===== src/rtl/ahb_arbiter.sv =====
// ahb_arbiter: round-robin AHB bus arbiter that never breaks fixed bursts or locked sequences.
// Hgrant, Hmaster and Hmastlock are all registered on Hclk.
module ahb_arbiter #(
    parameter int NUM_MASTERS    = 4,
    parameter int MASTER_WIDTH   = 2,
    parameter int DEFAULT_MASTER = 0
) (
    input  logic                    Hclk,
    input  logic                    Hreset,
    input  logic [NUM_MASTERS-1:0]  Hbusreq,
    input  logic [NUM_MASTERS-1:0]  Hlock,
    input  logic [1:0]              Htrans,
    input  logic [2:0]              Hburst,
    input  logic                    Hready,
    input  logic [1:0]              Hresp,
    output logic [NUM_MASTERS-1:0]  Hgrant,
    output logic [MASTER_WIDTH-1:0] Hmaster,
    output logic                    Hmastlock
);

    typedef enum logic [2:0] {PARK, OWN, BURST, INCRB, LOCK} state_t;

    localparam logic [NUM_MASTERS-1:0] DEF_GRANT =
        NUM_MASTERS'(1) << DEFAULT_MASTER;

    state_t                  state, state_nxt, eff;
    logic [3:0]              beat_cnt, beat_nxt, eff_cnt;
    logic [MASTER_WIDTH-1:0] rr, rr_nxt, win, cand, gnt_idx;
    logic [NUM_MASTERS-1:0]  grant_nxt;
    logic                    nonseq, seq, err, hold, arb, found;

    function automatic logic [3:0] burst_len(input logic [2:0] b);
        logic [3:0] len;
        unique case (b[2:1])
            2'b01:   len = 4'd3;
            2'b10:   len = 4'd7;
            2'b11:   len = 4'd15;
            default: len = 4'd0;
        endcase
        return len;
    endfunction

    always_comb begin
        gnt_idx = '0;
        for (int i = 0; i < NUM_MASTERS; i++)
            if (Hgrant[i]) gnt_idx = MASTER_WIDTH'(i);
    end

    always_comb begin
        found = 1'b0;
        win   = rr;
        cand  = rr;
        for (int k = 1; k <= NUM_MASTERS; k++) begin
            cand = MASTER_WIDTH'((int'(rr) + k) % NUM_MASTERS);
            if (!found && Hbusreq[cand]) begin
                found = 1'b1;
                win   = cand;
            end
        end
    end

    // A NONSEQ starting a burst or lock is judged as if already inside it.
    always_comb begin
        nonseq  = (Htrans == 2'b10);
        seq     = (Htrans == 2'b11);
        err     = (Hresp == 2'b01);
        eff     = state;
        eff_cnt = beat_cnt;
        if (nonseq) begin
            eff_cnt = burst_len(Hburst);
            if (Hlock[Hmaster])
                eff = LOCK;
            else if (Hburst[2:1] != 2'b00)
                eff = BURST;
            else if (Hburst[0])
                eff = INCRB;
            else
                eff = OWN;
        end
    end

    always_comb begin
        hold = 1'b0;
        unique case (eff)
            BURST:   hold = !((eff_cnt == 4'd0) ||
                              (eff_cnt == 4'd1 && seq));
            INCRB:   hold = Hbusreq[Hmaster];
            LOCK:    hold = Hlock[Hmaster];
            default: hold = 1'b0;
        endcase
        arb = Hready &&
              (!hold || (err && !(state == LOCK && Hlock[Hmaster])));
    end

    always_comb begin
        state_nxt = state;
        beat_nxt  = beat_cnt;
        rr_nxt    = rr;
        grant_nxt = Hgrant;
        if (Hready) begin
            if (err)
                beat_nxt = 4'd0;
            else if (nonseq)
                beat_nxt = burst_len(Hburst);
            else if (seq && beat_cnt != 4'd0)
                beat_nxt = beat_cnt - 4'd1;
            if (nonseq)
                state_nxt = eff;
        end
        if (arb) begin
            if (found) begin
                grant_nxt = NUM_MASTERS'(1) << win;
                rr_nxt    = win;
                state_nxt = OWN;
            end else begin
                grant_nxt = DEF_GRANT;
                state_nxt = PARK;
            end
        end
    end

    always_ff @(posedge Hclk) begin
        if (Hreset) begin
            state     <= PARK;
            beat_cnt  <= 4'd0;
            rr        <= MASTER_WIDTH'(DEFAULT_MASTER);
            Hgrant    <= DEF_GRANT;
            Hmaster   <= MASTER_WIDTH'(DEFAULT_MASTER);
            Hmastlock <= 1'b0;
        end else begin
            state    <= state_nxt;
            beat_cnt <= beat_nxt;
            rr       <= rr_nxt;
            Hgrant   <= grant_nxt;
            if (Hready) begin
                Hmaster   <= gnt_idx;
                Hmastlock <= Hlock[gnt_idx];
            end
        end
    end

endmodule


===== config.mk =====
export PLATFORM = sky130hd
export DESIGN_NAME = ahb_arbiter
export DESIGN_NICKNAME = d
export VERILOG_FILES = /design/src/rtl/ahb_arbiter.sv
export SDC_FILE = /design/constraint.sdc
export NUM_CORES = 1
export LEC_CHECK = 0
export CORE_MARGIN = 5
export CORE_UTILIZATION = 40
export CTS_CLUSTER_DIAMETER = 60
export DETAILED_ROUTE_END_ITERATION = 8
export HOLD_SLACK_MARGIN = 0.1
export PLACE_DENSITY_LB_ADDON = 0.12
export SETUP_SLACK_MARGIN = 0.02
export SLEW_MARGIN = 20
export SYNTH_ARGS = -nofsm -noshare
export SYNTH_HDL_FRONTEND = slang
export SYNTH_SLANG_ARGS = --single-unit
export TNS_END_PERCENT = 20

===== constraint.sdc =====
create_clock -name Hclk -period 3.5 [get_ports Hclk]
set_clock_uncertainty 0.05 [all_clocks]
set_input_delay 0.875 -clock Hclk [delete_from_list [all_inputs] [get_ports Hclk]]
set_output_delay 0.875 -clock Hclk [all_outputs]
set_load 0.02 [all_outputs]

==> results.py, run 1 <==
metrics = {
    "clocking": {
        "numCtsBuffers": 3,
        "ctsLongestPathBuffers": 2,
        "clock_sinks": 16,
        "cts_hold_buffers": 0,
        "cts_tree": "yes",
        "cts_root_buf": "clkbuf_4",
        "post_cts_buffers": 0,
        "clkTransAtPathRegs_ns": 0.11,
        "clkLatencyLatePin_ns": 0.31,
        "cts_resized": 0,
        "htree_num_levels": 1,
    },
    "final_layout": {
        "drive_gt1_share_pct": 11.3,
        "n_antenna_cell": 0,
        "synthToLayoutAreaGrowth_pct": 25.4,
        "postLayoutCoreUtil_pct": 51.8,
        "n_fill_cell": 260,
        "multiInputGateArea_um2": 739,
        "nets": 179,
        "register_area_um2": 320,
    },
    "worst_setup_path": {
        "crit_arrival_ns": 3.01,
        "cp_cell_sequence": "clkdlybuf4s50_1, nand2b_1, or3_1, a31oi_2, a31oi_2, buf_4, a211o_1, o31ai_2",
        "worst_ep_required_time_ns": 3.68,
        "endpoint_kind": "flip-flop",
        "critical_path.max_stage_delay_ns": 0.54,
        "path_buf_inv": 2,
        "critPathKind": "in -> reg",
        "timing.rr.start": "Hmaster[0]",
        "cp_max_fo": 12,
        "cp.depth": 8,
        "crit_family": "buffers and inverters",
        "worstSetupStartpoint": "Htrans[1]",
        "path_common_cell": "a31oi_2",
        "r2r_cells": 6,
        "cp-start-kind": "input pin",
        "cp_slowest_cell": "clkdlybuf4s50_1",
    },
    "route": {
        "wl_met2_mm": 1.29,
        "drtIter0Drc": 36,
        "routed-via-count": 1113,
        "highest_layer": "met4",
        "drc_errors": 0,
        "via_per_inst": 5.86,
        "m1WireLength_mm": 1.39,
        "wl_per_cell_um": 15.1,
        "wirelength_mm": 2.87,
        "wl_met3_um": 144,
        "final_antenna_net_count": 0,
        "dr.pass1.iters": 4,
    },
    "logic_synthesis": {
        "yosys.area.top_type": "dfxtp_1",
        "async_reset_ff_share_pct": 0,
        "syn_avg_cell_area_um2": 8.31,
        "synth-seq-cells": 16,
        "netlist_top_cells_area": "dfxtp_1, a21oi_1, nand2b_1",
        "syn_nets": 155,
        "yosysWarningCount": 0,
        "synth_top_area_share_pct": 28.3,
        "ys.flop_type": "dfxtp_1",
        "synth_seq_area_share_pct": 28.3,
        "syn_area_um2": 1130,
        "synth_edf_count": 0,
        "ys_types": 48,
        "syn_inst": 136,
    },
    "power_and_ir_drop": {
        "sw_frac_of_total_pct": 32.9,
        "power_switching_uw": 166,
        "power_frac_clock_pct": 26.4,
        "pwr-share-comb_pct": 31.6,
        "internal-power_uw": 338,
        "power_frac_seq_pct": 42.1,
        "leakage_uw": 0.000479,
        "vdd_ir_drop_max_mv": 0.231,
        "power_uw": 504,
        "power.density_nw_per_um2": 356,
    },
    "timing": {
        "final.setup.worst_slack_ns": 0.677,
        "rsz0062_at_grt": "false",
        "clock.fmax_ghz": 0.354,
        "final.period_utilization_pct": 80.7,
        "min_period_ns": 2.82,
        "maxSlewHeadroom_pct": 52.2,
        "slew_viol_final": 0,
        "finalSetupViolCount": 0,
        "tns_ns": 0,
        "tightestPinTransition_ns": 0.718,
        "final-hold-violation-count": 0,
    },
    "global_routing": {
        "grt_pass1_wl_mm": 4.92,
        "grt_overflow": 0,
        "grt_usage_pct": 15.3,
        "grt_pass1_vias": 1095,
        "grt_max_degree": 21,
        "antenna_found_initial": 0,
    },
    "floorplan": {
        "die_area_um2": 3990,
        "start_util_pct": 41.3,
        "io_pins": 25,
        "placementRows": 19,
        "fp.dieW_um": 63.1,
        "fp.dieH_um": 63.1,
        "core_area_um2": 2730,
    },
    "hold_path": {
        "min_delay_path_depth": 1,
        "hp-class": "reg -> reg",
        "min_from": "state[2]",
    },
    "place": {
        "gp_congestion": 0.824,
        "numPortBuffers": 24,
        "detailed_place_hpwl_mm": 2.18,
        "place_ws_ns": 0.375,
    },
    "outcome": {
        "status": "completed",
    },
    "flow_run": {
        "max_cap_violations": 0,
    },
}
[synth_stat cells (2+ instances only)]
master / instances
dfxtp_1: 16
a21oi_1: 13
nor2_1: 12
nand2b_1: 8
inv_1: 7
nor3_1: 7
o21ai_0: 7
nand2_1: 5
nand3_1: 5
a211oi_1: 3
mux2i_1: 3
nor4_1: 3
or3_1: 3
a211o_1: 2
a31oi_2: 2
buf_6: 2
clkbuf_1: 2
nand3b_1: 2
nor2b_1: 2
nor3b_1: 2
o211ai_1: 2
o31ai_2: 2
[placed cells by master, fill, tap and decap left out, types with 2 or more instances in the layout]
cell type	netlist	routed
o31ai_2	2	2
nand2_1	5	5
inv_1	7	7
buf_4	0	2
nor3b_1	2	2
a211oi_1	3	3
nor2_1	12	12
nand2b_1	8	8
nand3_1	5	5
nor3_1	7	7
nand3b_1	2	2
o211ai_1	2	2
mux2i_1	3	3
clkdlybuf4s50_1	0	24
clkbuf_4	0	3
a211o_1	2	2
o21ai_0	7	7
a31oi_2	2	2
nor4_1	3	3
or3_1	3	3
dfxtp_1	16	16
nor2b_1	2	2
a21oi_1	13	13
[sequential cells by signal, summed over array words and instances (netlist names)]
name,count
Hmaster,2
beat_cnt,4
state,3
Hmastlock,1
rr,2
Hgrant,4
[power by group through the flow]
stage	clock network, uW	registers, uW	logic (uW)
final	133	212	159
after global routing	146	215	176
after CTS	137	212	160
after detailed placement	0	216	159
after global placement	0	216	156
after floorplan	0	220	99.0
[layer usage]
layer | up-vias | track usage [%]
met5 | - | 0
met4 | 0 | 5.57
met3 | 6 | 4.80
met2 | 31 | 24.4
met1 | 517 | 19.1
li1 | 559 | -
[path summary, 6_finish.rpt]
path | end | slack, ns
max | rr[1] | 0.68
min | state[2] | 0.44
max reg2reg | rr[1] | 1.21
min reg2reg | state[2] | 0.44
[cell type report]
type | count | share of cell area (%)
sequential | 16 | 22.6
timing repair buffer | 26 | 18.0
clock buffer | 4 | 2.56
tap | 31 | 2.74
inverter | 7 | 1.86
multi-input combinational | 106 | 52.2
[cell families (layout without fill, tap and decap cells)]
kind of cell | after synthesis | count (layout) | share of synthesized area, %
compound gates | 45 | 45 | 30.3
xor+xnor | 1 | 1 | 0.775
mux | 6 | 6 | 7.97
flops | 16 | 16 | 28.4
buf+inv | 14 | 37 | 6.20
simple gates | 53 | 53 | 25.2
fa+ha+maj | 1 | 1 | 1.11
[stage by stage]
stage	cells	cell area [um^2]	hold slack, ns
6_report	190	1420	0.437
2_1_floorplan	136	1130	0.382
3_5_place_dp	186	1380	0.411
5_1_grt	190	1420	0.466
4_1_cts	190	1420	0.441
3_3_place_gp	186	1380	0.407
Power figures use the tool's default switching activity.
==> run 2, diff against run 1 <==
==> constraint.sdc (replaced) <==
create_clock -name Hclk -period 2.4 [get_ports Hclk]
set_clock_uncertainty 0.05 [all_clocks]
set_input_delay 0.6 -clock Hclk [delete_from_list [all_inputs] [get_ports Hclk]]
set_output_delay 0.6 -clock Hclk [all_outputs]
set_load 0.02 [all_outputs]
==> run 2 against run 1 <==
Compared with the run above:
- total power is 58% higher
- global-route usage is 1.8 points higher
- first-iteration DRC count is 17% higher
- worst setup slack worse by 0.67 ns
- core utilization is 9.7 points higher
- sequential power is 46% higher
- non-clock buffer count is 25 higher
- register-to-register slack worse by 0.94 ns
==> results.py, run 2 (synthesis gave the netlist of run 1 again) <==
metrics = {
    "global_routing": {
        "grt_overflow": 0,
        "grt_usage_pct": 17.0,
        "grt_pass1_vias": 1274,
        "antenna_found_initial": 0,
        "grt_pass1_wl_mm": 5.57,
        "grt_max_degree": 20,
    },
    "power_and_ir_drop": {
        "power_frac_seq_pct": 39.0,
        "power_frac_clock_pct": 23.7,
        "leakage_uw": 0.000642,
        "power.density_nw_per_um2": 473,
        "power_switching_uw": 258,
        "vdd_ir_drop_max_mv": 0.359,
        "power_uw": 795,
        "pwr-share-comb_pct": 37.3,
        "sw_frac_of_total_pct": 32.5,
        "internal-power_uw": 537,
    },
    "clocking": {
        "ctsLongestPathBuffers": 2,
        "clock_sinks": 16,
        "clkTransAtPathRegs_ns": 0.11,
        "cts_hold_buffers": 0,
        "cts_root_buf": "clkbuf_4",
        "cts_tree": "yes",
        "htree_num_levels": 1,
        "numCtsBuffers": 3,
        "clkLatencyLatePin_ns": 0.29,
    },
    "route": {
        "wirelength_mm": 3.31,
        "dr.pass1.iters": 4,
        "wl_per_cell_um": 15.4,
        "via_per_inst": 5.77,
        "routed-via-count": 1240,
        "final_antenna_net_count": 0,
        "drc_errors": 0,
        "drtIter0Drc": 42,
    },
    "worst_setup_path": {
        "endpoint_kind": "flip-flop",
        "cp-start-kind": "input pin",
        "r2r_end": "state[2]",
        "cp_max_fo": 3,
        "critPathKind": "in -> reg",
        "r2r_cells": 5,
        "rrSetupSlack_ns": 0.27,
        "crit_arrival_ns": 2.59,
        "timing.rr.start": "Hmaster[0]",
        "worst_ep_required_time_ns": 2.59,
    },
    "floorplan": {
        "die_area_um2": 3990,
        "start_util_pct": 41.3,
        "fp.dieW_um": 63.1,
        "core_area_um2": 2730,
        "fp.dieH_um": 63.1,
        "io_pins": 25,
        "placementRows": 19,
    },
    "timing": {
        "final.period_utilization_pct": 99.9,
        "clock.fmax_ghz": 0.417,
        "slew_viol_final": 0,
        "min_period_ns": 2.40,
        "tightestPinTransition_ns": 0.515,
        "rsz0062_at_grt": "true",
        "maxSlewHeadroom_pct": 65.6,
        "final-hold-violation-count": 0,
        "final.setup.worst_slack_ns": 0.00350,
        "finalSetupViolCount": 0,
    },
    "place": {
        "place_ws_ns": -0.381,
        "detailed_place_hpwl_mm": 2.53,
        "numPortBuffers": 24,
        "gp_congestion": 0.782,
    },
    "final_layout": {
        "n_antenna_cell": 0,
        "n_fill_cell": 242,
        "postLayoutCoreUtil_pct": 61.5,
        "drive_gt1_share_pct": 25.5,
        "layout_commonest_cell": "buf_4",
        "nets": 204,
        "synthToLayoutAreaGrowth_pct": 48.7,
        "largest_registers": "Hgrant (4), beat_cnt (4), state (3)",
        "final_cell_mix": "buf_4, clkdlybuf4s50_1, dfxtp_1",
    },
    "hold_path": {
        "min_delay_path_depth": 2,
        "hp-class": "reg -> reg",
        "holdPathEnd": "beat_cnt[1]",
        "min_from": "beat_cnt[1]",
    },
    "flow_run": {
        "max_cap_violations": 0,
    },
    "outcome": {
        "status": "completed",
    },
}
[run 2: power by group through the flow]
stage,clock (uW),sequential [uW],combinational [uW]
floorplan,0,321,144
global route,208,314,324
CTS,193,309,284
global placement,0,315,273
detailed placement,0,315,279
finish,189,310,297
[run 2: worst max-delay path by stage]
stage / startpoint / endpoint / slack [ns]
2_1_floorplan: Htrans[0] / rr[0] / 0.21
3_3_place_gp: Htrans[0] / rr[0] / -0.33
3_5_place_dp: Htrans[1] / rr[0] / -0.38
4_1_cts: Hlock[2] / Hgrant[0] / 0.03
5_1_grt: Htrans[0] / state[2] / -0.02
6_report: Htrans[0] / state[2] / 0.003
[run 2: critical path, cell delays in order]
cell	delay, ns
clkdlybuf4s50_1	0.46
buf_4	0.16
nor2b_1	0.28
nand3_1	0.18
a31oi_4	0.24
nand3_1	0.17
a2111oi_2	0.37
a21o_1	0.12
[run 2: cell type report]
| type | instances | area [um^2] | share of cell area [%] |
|---|---|---|---|
| Inverter | 7 | 26.3 | 1.56 |
| Multi-Input combinational cell | 106 | 796 | 47.4 |
| Sequential cell | 16 | 320 | 19.1 |
| Tap cell | 31 | 38.8 | 2.31 |
| Clock buffer | 4 | 36.3 | 2.16 |
| Timing Repair Buffer | 51 | 463 | 27.6 |
[run 2: repair_timing]
| action | 4_1_cts | 5_1_grt |
|---|---|---|
| resized for setup | 8 | 8 |
| setup buffers | 1 | 0 |
| pin swaps | 2 | 3 |
| setup endpoints to repair | 6 | 7 |
| hold endpoints to repair | 0 | 0 |
[run 2: stage by stage]
| stage | instances | TNS [ns] | area [um^2] | hold slack [ns] |
|---|---|---|---|---|
| final | 215 | 0 | 1680 | 0.438 |
| after global routing | 215 | -0.0381 | 1680 | 0.458 |
| after CTS | 215 | 0 | 1630 | 0.441 |
| after detailed placement | 210 | -2.80 | 1570 | 0.425 |
| after global placement | 210 | -2.51 | 1570 | 0.409 |
| after floorplan | 136 | 0 | 1130 | 0.382 |
[run 2: layer usage]
metal	wire length, um	global-route usage, %
met5	0	0
met4	36	5.84
met3	226	5.33
met2	1500	26.2
met1	1550	22.3
